## src/rtl/ps2_pkg.sv

```systemverilog
// Shared PS/2 types and constants for the host transmitter and keyboard receiver.
package ps2_pkg;

  typedef enum logic [2:0] {
    IDLE,
    INHIBIT,
    START,
    XFER,
    WAIT_IDLE,
    ERR
  } ps2_state_t;

  typedef logic [7:0] ps2_byte_t;

  localparam ps2_byte_t PS2_CMD_SET_LED = 8'hED;
  localparam ps2_byte_t PS2_CMD_ENABLE  = 8'hF4;
  localparam ps2_byte_t PS2_CMD_RESET   = 8'hFF;
  localparam ps2_byte_t PS2_ACK         = 8'hFA;

  // Device clock falling edges seen in one host-to-device frame (10 bits out + ack).
  localparam int unsigned PS2_FRAME_FALLS = 11;

  // Odd parity: the parity bit makes the count of ones over data+parity odd.
  function automatic logic ps2_odd_parity(input ps2_byte_t b);
    return ~^b;
  endfunction

endpackage

```

## src/rtl/ps2_host_tx_if.sv

```systemverilog
// Byte request/status handshake between a command source and the PS/2 host transmitter.
interface ps2_host_tx_if;
  import ps2_pkg::*;

  logic      tx_valid;
  ps2_byte_t tx_data;
  logic      tx_ready;
  logic      tx_busy;
  logic      tx_done;
  logic      tx_err;

  modport master (
    output tx_valid, tx_data,
    input  tx_ready, tx_busy, tx_done, tx_err
  );

  modport slave (
    input  tx_valid, tx_data,
    output tx_ready, tx_busy, tx_done, tx_err
  );

endinterface

```

## src/rtl/ps2_sync_edge.sv

```systemverilog
// Three-flop synchroniser with falling-edge strobe for one PS/2 line.
// Flops reset to 1 so an idle (pulled-up) line never produces a spurious fall.
module ps2_sync_edge (
  input  logic clk,
  input  logic resetn,
  input  logic pin,
  output logic level,
  output logic fall_c
);

  logic [2:0] sync_q;

  // Shift the asynchronous pin level through three flops; sync_q[0] is the newest.
  always_ff @(posedge clk) begin
    if (!resetn) begin
      sync_q <= 3'b111;
    end else begin
      sync_q <= {sync_q[1:0], pin};
    end
  end

  assign level  = sync_q[2];
  assign fall_c = sync_q[2] & ~sync_q[1];

endmodule

```

## src/rtl/ps2_host_tx.sv

```systemverilog
// PS/2 host-to-device transmitter: inhibits the bus, issues the start bit, then
// shifts one byte plus odd parity and stop out on device clock falls and checks the ack.
// Optional build macro: PS2_TX_RETRY_EN (retry a NACK/timeout up to twice before tx_err).
module ps2_host_tx
  import ps2_pkg::*;
#(
  parameter int unsigned INHIBIT_CYCLES = 5000,
  parameter int unsigned TIMEOUT_CYCLES = 1000000,
  parameter int unsigned TMR_W          = 20
) (
  input  logic         clk,
  input  logic         resetn,
  input  logic         ps2_clk_in,
  input  logic         ps2_data_in,
  ps2_host_tx_if.slave tx,
  output logic         ps2_clk_oe,
  output logic         ps2_data_oe
);

  localparam int unsigned BIT_W = 4;
  localparam logic [BIT_W-1:0] ACK_FALL  = BIT_W'(PS2_FRAME_FALLS - 1);
  localparam logic [BIT_W-1:0] STOP_FALL = BIT_W'(PS2_FRAME_FALLS - 2);
  localparam logic [BIT_W-1:0] PAR_FALL  = BIT_W'(PS2_FRAME_FALLS - 3);
  localparam logic [TMR_W-1:0] INH_LAST  = TMR_W'(INHIBIT_CYCLES - 1);
  localparam logic [TMR_W-1:0] TMO_LAST  = TMR_W'(TIMEOUT_CYCLES - 1);

  ps2_state_t       state_q;
  ps2_byte_t        byte_q;
  logic             par_q;
  logic [BIT_W-1:0] bit_q;
  logic [TMR_W-1:0] tmr_q;

`ifdef PS2_TX_RETRY_EN
  localparam logic [1:0] MAX_RETRY = 2'd2;
  logic [1:0] retry_q;
`endif

  logic clk_level;
  logic clk_fall_c;
  logic data_level;
  logic data_fall_unused;

  ps2_sync_edge u_sync_clk (
    .clk    (clk),
    .resetn (resetn),
    .pin    (ps2_clk_in),
    .level  (clk_level),
    .fall_c (clk_fall_c)
  );

  ps2_sync_edge u_sync_data (
    .clk    (clk),
    .resetn (resetn),
    .pin    (ps2_data_in),
    .level  (data_level),
    .fall_c (data_fall_unused)
  );

  logic tmo_c;
  logic fail_c;
  logic next_bit_c;

  // Abort conditions (NACK on the ack fall, or no device activity) and the next bit to drive.
  always_comb begin
    tmo_c      = (tmr_q == TMO_LAST);
    fail_c     = 1'b0;
    next_bit_c = byte_q[bit_q[2:0]];
    if (bit_q == PAR_FALL) begin
      next_bit_c = par_q;
    end
    if (state_q == XFER) begin
      fail_c = clk_fall_c ? ((bit_q == ACK_FALL) && data_level) : tmo_c;
    end else if (state_q == WAIT_IDLE) begin
      fail_c = !(clk_level && data_level) && !clk_fall_c && tmo_c;
    end
  end

  // Transmit sequencer with registered line enables and status outputs.
  always_ff @(posedge clk) begin
    if (!resetn) begin
      state_q     <= IDLE;
      byte_q      <= '0;
      par_q       <= 1'b0;
      bit_q       <= '0;
      tmr_q       <= '0;
      ps2_clk_oe  <= 1'b0;
      ps2_data_oe <= 1'b0;
      tx.tx_ready <= 1'b1;
      tx.tx_busy  <= 1'b0;
      tx.tx_done  <= 1'b0;
      tx.tx_err   <= 1'b0;
`ifdef PS2_TX_RETRY_EN
      retry_q     <= '0;
`endif
    end else begin
      tx.tx_done <= 1'b0;
      tx.tx_err  <= 1'b0;
      if (fail_c) begin
`ifdef PS2_TX_RETRY_EN
        if (retry_q != MAX_RETRY) begin
          // Restart the whole frame with the byte still held in byte_q.
          retry_q     <= retry_q + 2'd1;
          state_q     <= INHIBIT;
          ps2_clk_oe  <= 1'b1;
          ps2_data_oe <= 1'b0;
          tmr_q       <= '0;
          bit_q       <= '0;
        end else begin
          state_q     <= ERR;
          ps2_clk_oe  <= 1'b0;
          ps2_data_oe <= 1'b0;
          tx.tx_err   <= 1'b1;
        end
`else
        state_q     <= ERR;
        ps2_clk_oe  <= 1'b0;
        ps2_data_oe <= 1'b0;
        tx.tx_err   <= 1'b1;
`endif
      end else begin
        case (state_q)
          IDLE: begin
            if (tx.tx_valid) begin
              byte_q      <= tx.tx_data;
              par_q       <= ps2_odd_parity(tx.tx_data);
              state_q     <= INHIBIT;
              tx.tx_ready <= 1'b0;
              tx.tx_busy  <= 1'b1;
              ps2_clk_oe  <= 1'b1;
              ps2_data_oe <= 1'b0;
              tmr_q       <= '0;
              bit_q       <= '0;
`ifdef PS2_TX_RETRY_EN
              retry_q     <= '0;
`endif
            end
          end

          INHIBIT: begin
            if (tmr_q == INH_LAST) begin
              state_q     <= START;
              ps2_data_oe <= 1'b1;
            end else begin
              tmr_q <= tmr_q + TMR_W'(1);
            end
          end

          START: begin
            state_q    <= XFER;
            ps2_clk_oe <= 1'b0;
            bit_q      <= '0;
            tmr_q      <= '0;
          end

          XFER: begin
            if (clk_fall_c) begin
              bit_q <= bit_q + BIT_W'(1);
              tmr_q <= '0;
              if (bit_q == ACK_FALL) begin
                state_q <= WAIT_IDLE;
              end else if (bit_q == STOP_FALL) begin
                ps2_data_oe <= 1'b0;
              end else begin
                ps2_data_oe <= ~next_bit_c;
              end
            end else begin
              tmr_q <= tmr_q + TMR_W'(1);
            end
          end

          WAIT_IDLE: begin
            if (clk_level && data_level) begin
              state_q     <= IDLE;
              tx.tx_done  <= 1'b1;
              tx.tx_ready <= 1'b1;
              tx.tx_busy  <= 1'b0;
            end else if (clk_fall_c) begin
              tmr_q <= '0;
            end else begin
              tmr_q <= tmr_q + TMR_W'(1);
            end
          end

          ERR: begin
            state_q     <= IDLE;
            tx.tx_ready <= 1'b1;
            tx.tx_busy  <= 1'b0;
          end

          default: begin
            state_q     <= IDLE;
            ps2_clk_oe  <= 1'b0;
            ps2_data_oe <= 1'b0;
            tx.tx_ready <= 1'b1;
            tx.tx_busy  <= 1'b0;
          end
        endcase
      end
    end
  end

endmodule
```

## src/flat_wrapper.sv

```systemverilog
// flat-port wrapper written by rule: the top's interface ports become plain ports
module ps2_host_tx_flat import ps2_pkg::*;
#(
  parameter int unsigned INHIBIT_CYCLES = 5000,
  parameter int unsigned TIMEOUT_CYCLES = 1000000,
  parameter int unsigned TMR_W          = 20
)
  (clk, resetn, ps2_clk_in, ps2_data_in, ps2_clk_oe, ps2_data_oe, tx_tx_valid, tx_tx_data, tx_tx_ready, tx_tx_busy, tx_tx_done, tx_tx_err);
  ps2_host_tx_if tx_i ();
  input  logic clk;
  input  logic resetn;
  input  logic ps2_clk_in;
  input  logic ps2_data_in;
  output logic ps2_clk_oe;
  output logic ps2_data_oe;
  input wire logic [$bits(tx_i.tx_valid)-1:0] tx_tx_valid;
  input wire logic [$bits(tx_i.tx_data)-1:0] tx_tx_data;
  output wire logic [$bits(tx_i.tx_ready)-1:0] tx_tx_ready;
  output wire logic [$bits(tx_i.tx_busy)-1:0] tx_tx_busy;
  output wire logic [$bits(tx_i.tx_done)-1:0] tx_tx_done;
  output wire logic [$bits(tx_i.tx_err)-1:0] tx_tx_err;
  assign tx_i.tx_valid = tx_tx_valid;
  assign tx_i.tx_data = tx_tx_data;
  assign tx_tx_ready = tx_i.tx_ready;
  assign tx_tx_busy = tx_i.tx_busy;
  assign tx_tx_done = tx_i.tx_done;
  assign tx_tx_err = tx_i.tx_err;
  ps2_host_tx #(.INHIBIT_CYCLES(INHIBIT_CYCLES), .TIMEOUT_CYCLES(TIMEOUT_CYCLES), .TMR_W(TMR_W)) u_core (.clk(clk), .resetn(resetn), .ps2_clk_in(ps2_clk_in), .ps2_data_in(ps2_data_in), .tx(tx_i), .ps2_clk_oe(ps2_clk_oe), .ps2_data_oe(ps2_data_oe));
endmodule
```

## config.mk

```make
export PLATFORM = sky130hd
export DESIGN_NAME = ps2_host_tx_flat
export DESIGN_NICKNAME = d
export VERILOG_FILES = /design/src/rtl/ps2_pkg.sv /design/src/rtl/ps2_host_tx_if.sv /design/src/rtl/ps2_sync_edge.sv /design/src/rtl/ps2_host_tx.sv /design/src/flat_wrapper.sv
export SDC_FILE = /design/constraint.sdc
export NUM_CORES = 1
export LEC_CHECK = 0
export CELL_PAD_IN_SITES_DETAIL_PLACEMENT = 1
export CELL_PAD_IN_SITES_GLOBAL_PLACEMENT = 2
export CORE_ASPECT_RATIO = 0.7
export CORE_MARGIN = 2
export CORE_UTILIZATION = 32
export DETAILED_ROUTE_END_ITERATION = 8
export GPL_TIMING_DRIVEN = 1
export PLACE_DENSITY = 0.74
export RECOVER_POWER = 25
export SKIP_CTS_REPAIR_TIMING = 1
export SLEW_MARGIN = 10
export SYNTH_ARGS = -nofsm -noshare
export SYNTH_HDL_FRONTEND = slang
export SYNTH_SLANG_ARGS = --single-unit
```

## constraint.sdc

```tcl
create_clock -name clk -period 2.7 [get_ports clk]
set_input_delay 0.405 -clock clk [delete_from_list [all_inputs] [get_ports clk]]
set_output_delay 0.405 -clock clk [all_outputs]
set_load 0.05 [all_outputs]
```

==> metrics.md <==
| Metric | Value |
|---|---|
| # H-tree levels | 2 |
| Routed Antenna Nets | 0 |
| CP arrival | 2.78 ns |
| Critical Path Source Type | flop |
| Syn. warnings | 0 |
| RSZ-0062 raised after global routing | no |
| Residual DRC | 0 |
| Pre-Repair DR Iteration Count | 5 |
| Distinct cells, synth | 51 |
| Die H | 79.3 µm |
| Reg2Reg Launch Point | u_core.tmr_q[17]$_SDFFE_PN0P_ |
| Dpl hpwl | 5790 µm |
| Die span in x | 112 µm |
| Cell area after layout | 0.00314 mm² |
| Gr ovfl total | 0 |
| Crit-path max FO | 19 |
| Commonest cells after routing, fill and taps aside | 48 x dfxtp_1, 34 x nand2_1, 26 x nor2_1, 20 x a21oi_1, 19 x o311ai_0 |
| Area Growth Syn to Fin | 21.3% |
| First-pass GRT wire length | 13500 µm |
| Maximum vdd drop | 0.000253 V |
| CTS tree | yes |
| Sequential fraction of the synthesis area | 37.1% |
| Synth Net Count | 332 |
| Vias per cell | 5.76 |
| Initial Utilization | 32.9% |
| Initial antenna violation count | 0 |
| Clk root buf | clkbuf_16 |
| Crit path required time | 2.87 ns |
| Crit path time final | 2.61 ns |
| # diodes | 0 |
| Pwr per Cell Area | 582 mW/mm² |
| Drt total wl | 8120 µm |
| Initial DRC Count | 152 |
| Post-synth ARST share | 0% |
| Fin crit share | 96.7% |
| Total CTS buffers | 5 |
| Worst rel slew slack | 51.6% |
| Placed cells | 432 |
| Ports placed on the boundary | 19 |
| Vias | 2535 |
| Clk Latency, worst-skew pair | 0.29 ns |
| Critical Path End Type | flop |
| Clock slew at reported path FFs | 0.07 ns |
| Total Routing Usage GR | 19.2% |
| Worst-margin pin slew | 0.726 ns |
| Site Rows | 27 |
| Ys flop type | dfxtp_1 |
| Setup Crit Path Kind | flop to flop |
| Setup TNS | 0 ns |
| Post-synth EDFFs | 0 |
| Total Die Area | 0.00885 mm² |
| WL/cell | 18.5 µm |
| Cell area after synthesis | 0.00259 mm² |
| Syn Area/Cell | 8.26 µm² |
| Max Freq | 383 MHz |
| Placed instance area | 0.00298 mm² |
| Largest net degree at the start of global routing | 27 |
| Final Skew | 0.00584 ns |
| Clock buffer depth | 2 |
| Finished Layout Cells | 440 |
| Number of port buffers | 18 |
| FF+latch count, synth | 48 |
| CTS sink count | 48 |
| Worst hold path class | flop to flop |
| Max cap viols | 0 |
| Final setup vio count | 0 |
| Setup crit start | u_core.tmr_q[17]$_SDFFE_PN0P_ |
| Commonest non-fill, non-tap cell in the layout | dfxtp_1 |
| Routability congestion estimate | 0.841 |
| NumNets Final | 356 |
| Share of cells above drive strength 1 | 10.9% |
| Outcome | completed |
| Vias in the first global route | 2567 |
| Endpoints failing hold | 0 |
| LEAKAGE | 1.07 nW |
| HP Start | u_core.u_sync_clk.sync_q[0]$_SDFF_PN1_ |
| Cells after synthesis | 314 |
| Pins over their slew limit | 0 |
| Core Area | 0.00787 mm² |
## logic make-up (layout without fill, tap and decap cells)
group | after synthesis | count (layout) | share of synthesized area (%)
xor gates and xnor gates | 8 | 8 | 2.70
buffers and inverters | 29 | 54 | 4.97
and+or+nand+nor | 132 | 132 | 26.7
DFF | 48 | 48 | 37.1
muxes | 3 | 3 | 2.12
AOI/OAI and AO/OA | 89 | 89 | 24.0
adders and majority gates | 5 | 5 | 2.41
## report_power, final
part	total (mW)	internal, mW	leakage, nW	switching [mW]
Clock	0.738	0.441	0.0840	0.297
Sequential	0.757	0.739	0.391	0.0178
Combinational	0.336	0.127	0.595	0.209
## critical path, cell delays in order (launching register included)
cell	delay, ns
dfxtp_1	0.37
or4b_2	0.67
or4_1	0.44
or3_1	0.34
a21oi_2	0.22
or3_1	0.18
buf_12	0.17
o21ai_1	0.10
## area by class of cell
cell class,count,area [µm²]
Tap cell,101,126
Clock inverter,3,47.5
Inverter,7,26.3
Timing Repair Buffer,39,355
Multi-Input combinational cell,237,1500
Sequential cell,48,961
Fill cell,934,4730
Clock buffer,5,125
## routing by layer
metal  up-vias  part of all wire [%]  GRT usage, %
met2        43                    39          27.3
li1       1231                     -             -
met1      1252                    57          30.0
met3         9                   3.0          2.37
met5         -                     0             0
met4         0                  0.98          5.19
## through the flow
step	setup slack [ns]	hold slack (ns)	power [mW]	utilization (%)
after floorplan	0.187	0.386	0.987	-
after global placement	0.175	0.394	1.10	37.8
after detailed placement	0.107	0.399	1.11	37.8
after CTS	0.0889	0.417	1.84	40.0
after global routing	0.00652	0.432	1.91	39.9
final	0.0897	0.412	1.83	39.9
## registers in the layout (all words and copies together) (netlist names)
register                   flops
u_core.bit_q                   4
u_core.byte_q                  8
u_core.par_q                   1
u_core.ps2_clk_oe              1
u_core.ps2_data_oe             1
u_core.state_q                 3
u_core.tmr_q                  20
u_core.tx.tx_busy              1
u_core.tx.tx_done              1
u_core.tx.tx_err               1
u_core.tx.tx_ready             1
u_core.u_sync_clk.sync_q       3
u_core.u_sync_data.sync_q      3
## Yosys cell counts (3+ instances only)
master | number | area [µm²]
or3_1 | 3 | 18.8
o21ai_1 | 6 | 30.0
clkbuf_1 | 15 | 56.3
ha_1 | 5 | 62.6
or2_2 | 3 | 18.8
buf_2 | 4 | 20.0
o21ai_0 | 7 | 35.0
nand4_1 | 7 | 43.8
o41ai_1 | 12 | 105
a21oi_1 | 20 | 100
nand2b_1 | 9 | 56.3
nor2b_1 | 4 | 25.0
nor3_1 | 5 | 25.0
o311ai_0 | 19 | 166
a211oi_1 | 3 | 22.5
nand3_1 | 12 | 60.1
dfxtp_1 | 48 | 961
o31ai_1 | 3 | 22.5
xnor2_1 | 7 | 61.3
nand3b_1 | 7 | 52.6
and3_1 | 6 | 37.5
or4_1 | 3 | 22.5
inv_1 | 6 | 22.5
a31oi_1 | 7 | 43.8
nor4_1 | 5 | 31.3
nor2_1 | 26 | 97.6
nand2_1 | 34 | 128
## worst paths after layout
path / to / slack [ns] / cells past startpoint
setup reg to reg: u_core.tmr_q[11]$_SDFFE_PN0P_ / 0.09 / 7
hold reg to reg: u_core.u_sync_clk.sync_q[1]$_SDFF_PN1_ / 0.41 / 1
setup / recovery: u_core.tmr_q[11]$_SDFFE_PN0P_ / 0.09 / 7
hold / removal: u_core.u_sync_clk.sync_q[1]$_SDFF_PN1_ / 0.41 / 1
No activity file was read; power rests on OpenSTA's default activity.
